==> config.mk <==
export PLATFORM = sky130hd
export DESIGN_NAME = instr_arbiter
export DESIGN_NICKNAME = d
export VERILOG_FILES = /design/src/rtl/instr_arbiter.sv
export SDC_FILE = /design/constraint.sdc
export NUM_CORES = 1
export LEC_CHECK = 0
export CORE_MARGIN = 8
export CORE_UTILIZATION = 47
export DETAILED_ROUTE_END_ITERATION = 8
export GPL_ROUTABILITY_DRIVEN = 1
export PLACE_DENSITY = 0.95
export REMOVE_ABC_BUFFERS = 1
export SYNTH_ARGS = -nofsm -noshare
export SYNTH_HDL_FRONTEND = slang
export SYNTH_SLANG_ARGS = --single-unit
==> constraint.sdc <==
create_clock -name clk -period 4.45 [get_ports clk]
set_input_delay 0.89 -clock clk [delete_from_list [all_inputs] [get_ports clk]]
set_output_delay 0.89 -clock clk [all_outputs]
set_load 0.05 [all_outputs]
==> src/rtl/instr_arbiter.sv <==
// Round-robin arbiter sharing one instruction bus among four requesters. NOPs are dropped in IDLE; other winners issue after one cycle.
// The registered output holds under out_ready=0; acks fire only on handshake or on a NOP drop.
module instr_arbiter #(
  parameter int NREQ = 4,
  parameter int IW   = 16,
  parameter int OPW  = 4
) (
  input  logic              clk,
  input  logic              reset,
  input  logic [NREQ-1:0]   req,
  input  logic [NREQ*IW-1:0] instr_flat,
  input  logic              is_death,
  output logic [NREQ-1:0]   ack,
  output logic              out_valid,
  output logic [IW-1:0]     out_instr,
  output logic [1:0]        out_src,
  input  logic              out_ready,
  output logic              busy,
  output logic [15:0]       issue_count
);

  typedef enum logic {IDLE = 1'b0, ISSUE = 1'b1} state_t;

  state_t          state;
  logic [1:0]      rr_last;
  logic [1:0]      win;
  logic [1:0]      cand;
  logic            win_vld;
  logic            win_nop;
  logic [NREQ-1:0] elig;
  logic [IW-1:0]   win_instr;

  always_comb begin
    elig    = req & (is_death ? NREQ'(1) : {NREQ{1'b1}});
    win_vld = 1'b0;
    win     = rr_last;
    cand    = rr_last;
    // Search starts just after the last winner so every requester gets a turn.
    for (int k = 1; k <= NREQ; k++) begin
      cand = rr_last + 2'(k);
      if (!win_vld && elig[cand]) begin
        win_vld = 1'b1;
        win     = cand;
      end
    end
    win_instr = instr_flat[win*IW +: IW];
    win_nop   = (win_instr[IW-1 -: OPW] == '0);

    ack = '0;
    if (!reset) begin
      if (state == IDLE && win_vld && win_nop)
        ack[win] = 1'b1;
      else if (state == ISSUE && out_ready)
        ack[out_src] = 1'b1;
    end
  end

  assign busy = (state == ISSUE);

  always_ff @(posedge clk or posedge reset) begin
    if (reset) begin
      state       <= IDLE;
      rr_last     <= 2'd3;
      out_valid   <= 1'b0;
      out_instr   <= '0;
      out_src     <= 2'd0;
      issue_count <= 16'd0;
    end else begin
      case (state)
        IDLE: begin
          if (win_vld) begin
            rr_last <= win;
            if (!win_nop) begin
              out_instr <= win_instr;
              out_src   <= win;
              out_valid <= 1'b1;
              state     <= ISSUE;
            end
          end
        end
        ISSUE: begin
          if (out_ready) begin
            out_valid   <= 1'b0;
            issue_count <= issue_count + 16'd1;
            state       <= IDLE;
          end
        end
        default: state <= IDLE;
      endcase
    end
  end

endmodule
==> impl_metrics.py <==
metrics = {
    "logic_synthesis": {
        "synth-main-ff-cell": "dfrtp_1",
        "syn_area_um2": 2680,
        "yosys-mux-area-fraction": 0.240,
        "synth.avg_cell_area_um2": 10.1,
        "ys_warn_count": 0,
        "synthTopCellsByArea": "dfrtp_1, mux2i_1, mux2_4, xnor2_1, nand3_1",
        "async_flop_share": 1.00,
        "synthSimpleGateAreaFrac": 0.172,
        "synth-xor-area-share": 0.0490,
        "synth_top_area_frac": 0.336,
        "synth_cell_types": 50,
        "syn_inst": 266,
        "yosys.area.top_type": "dfrtp_1",
        "synth-seq-area-share": 0.355,
        "synthAdderAreaFrac": 0.00466,
        "synth_compound_area_frac": 0.141,
        "synth_top_family_by_area": "multiplexers",
        "ys_seq_elements": 38,
        "synth_edf_count": 0,
    },
    "floorplan": {
        "die_h_um": 91.6,
        "io_pins": 112,
        "core_um2": 5510,
        "die_w_um": 91.6,
        "start_util": 0.487,
        "die_area_um2": 8380,
        "rows": 27,
    },
    "timing": {
        "slew_violations": 0,
        "finalHoldViolations": 0,
        "final-setup-viol-count": 0,
        "rsz0062_at_grt": "yes",
        "fin_skew_ns": 0.00977,
        "min_period_ns": 4.31,
        "relSlewSlack": 0.581,
        "fmaxAchievable_mhz": 232,
        "fin_tns_setup_ns": 0,
        "fin_crit_sh": 0.969,
        "tightest_slew_ns": 0.628,
    },
    "run_status": {
        "status": "finished, final reports clean",
    },
    "clock_tree": {
        "cts_tree": "done",
        "hold_buffers": 0,
        "clock_latency_ns": 0.29,
        "clockRootBuffer": "clkbuf_8",
        "cts_buffer_depth": 2,
        "cts_sinks": 38,
        "post_cts_buffers": 0,
        "cts_made_buffers": 5,
        "clk_pin_slew_worst_paths_ns": 0.06,
        "cts_max_level": 2,
    },
    "critical_path": {
        "worst-path-max-fanout": 6,
        "end_kind": "output pin",
        "arrival_ns": 3.42,
        "critPathKind": "input pin to output pin",
        "crit_path_start_kind": "input pin",
        "crit_required_ns": 3.56,
    },
    "power": {
        "total_power_mw": 2.57,
        "leakage_nw": 1.86,
        "ir_worst_vdd_v": 0.000384,
        "power.density_nw_per_um2": 626,
    },
    "cells_and_area": {
        "nNetsFinal": 461,
        "areaGrowthSynthToFinish_pct": 53.2,
        "final_cell_mix": "clkdlybuf4s50_1, mux2i_1, dfrtp_1",
        "drive_above_1_share": 0.154,
        "diodes": 0,
        "mostFrequentLayoutCell": "clkdlybuf4s50_1",
        "final_util": 0.746,
    },
    "hold_path": {
        "hp-class": "register to register",
    },
    "global_route": {
        "busiest_layer": "met2",
        "grt_pass1_wl_um": 13800,
        "grt_max_degree": 26,
        "grt.met3_usage": 0.0675,
        "grt_pass1_vias": 2761,
        "gr-usage-met2": 0.366,
        "antenna_found_initial": 0,
        "grt-ovfl-total": 0,
        "grt.total_usage": 0.202,
        "met1_usage": 0.217,
    },
    "detailed_routing": {
        "vias_per_cell": 5.59,
        "post_drt_wl_per_cell_um": 18.5,
        "ant_nets": 0,
        "drt-total-wl_um": 8540,
        "route.detailed.drc": 0,
        "drtIter0Drc": 101,
        "route.vias.total": 2578,
        "drtPass1Iterations": 4,
    },
    "job": {
        "cap_violations": 0,
    },
    "place": {
        "io_buffers": 111,
        "dp_hpwl_um": 6760,
        "globalplace.congestion": 0.844,
    },
}
-- path summary, 6_finish.rpt --
kind | depth (start not counted) | slack [ns] | start | endpoint
setup / recovery | 11 | 0.14 | req[3] | ack[0]
hold / removal | 2 | 0.50 | out_valid | out_valid
min in group asynchronous | 2 | 1.12 | reset | issue_count[15]
setup reg to reg | 9 | 1.07 | rr_last[0] | out_instr[1]
max in group asynchronous | 3 | 2.55 | reset | rr_last[1]
hold reg to reg | 2 | 0.50 | out_valid | out_valid
-- logic make-up (layout without fill, tap and decap cells) --
group,Yosys count,after routing
simple gates,85,85
mux,57,57
compound gates,51,51
flops,38,38
buf+inv,19,142
xor+xnor,15,15
fa+ha+maj,1,1
-- metrics by stage --
step                      cells  setup WS (ns)  instance area [um2]  hold WS, ns
after floorplan             253         -0.156                 2600        0.522
after global placement      453         0.0350                 3960        0.459
after detailed placement    453        0.00256                 3960        0.495
after CTS                   461         0.0213                 4060        0.511
after global routing        461       -0.00813                 4110        0.520
final                       461          0.137                 4110        0.497
-- report_power, final --
part	total, mW	switching (mW)	internal [mW]
combinational	1.71	0.959	0.748
clock	0.244	0.119	0.125
sequential	0.621	0.138	0.483
-- worst max-delay path, stage by stage --
cell and delay [ns]:
clkdlybuf4s50_1 0.50, mux2_2 0.35, a211oi_1 0.24, buf_4 0.18
a21oi_1 0.05, a2111oi_2 0.36, buf_4 0.18, and4_4 0.23
a22oi_1 0.08, nor2_1 0.18, buf_12 0.17
-- final cells by class --
type,count,area [um2]
Clock inverter,1,5.00
Timing Repair Buffer,128,1270
Tap cell,72,90.1
Multi-Input combinational cell,209,1680
Inverter,6,22.5
Fill cell,384,1400
Clock buffer,7,86.3
Sequential cell,38,953
-- flip-flops by register name, indices dropped and copies added (netlist names) --
register     cells
rr_last          2
busy             1
issue_count     16
out_valid        1
out_instr       16
out_src          2
-- cell usage after synthesis (2+ instances only) --
library cell / number
a2111oi_0: 4
a211oi_1: 2
a21o_1: 2
a21oi_1: 10
a221oi_1: 5
a22o_1: 2
a22oi_1: 3
and2_1: 8
buf_1: 3
buf_2: 4
buf_6: 3
clkbuf_1: 2
dfrtp_1: 36
dfstp_2: 2
inv_1: 6
mux2_2: 2
mux2_4: 14
mux2i_1: 41
nand2_1: 15
nand2b_1: 2
nand3_1: 17
nand3b_1: 4
nand4_1: 4
nor2_1: 16
nor2b_1: 6
nor3_1: 4
o211a_1: 2
o21a_1: 4
o21ai_0: 9
xnor2_1: 11
xor2_1: 4
-- layer usage --
layer	vias to the layer above	wire, um
met3	8	595
met4	0	114
met1	1251	3370
met2	93	4460
li1	1226	-
met5	-	0
-- what timing repair did --
| action | in CTS | in global routing |
|---|---|---|
| gates resized for setup | 1 | 13 |
| pin swaps | 0 | 2 |
| endpoints found under the setup margin | 1 | 4 |
(Power assumes the default switching activity.)
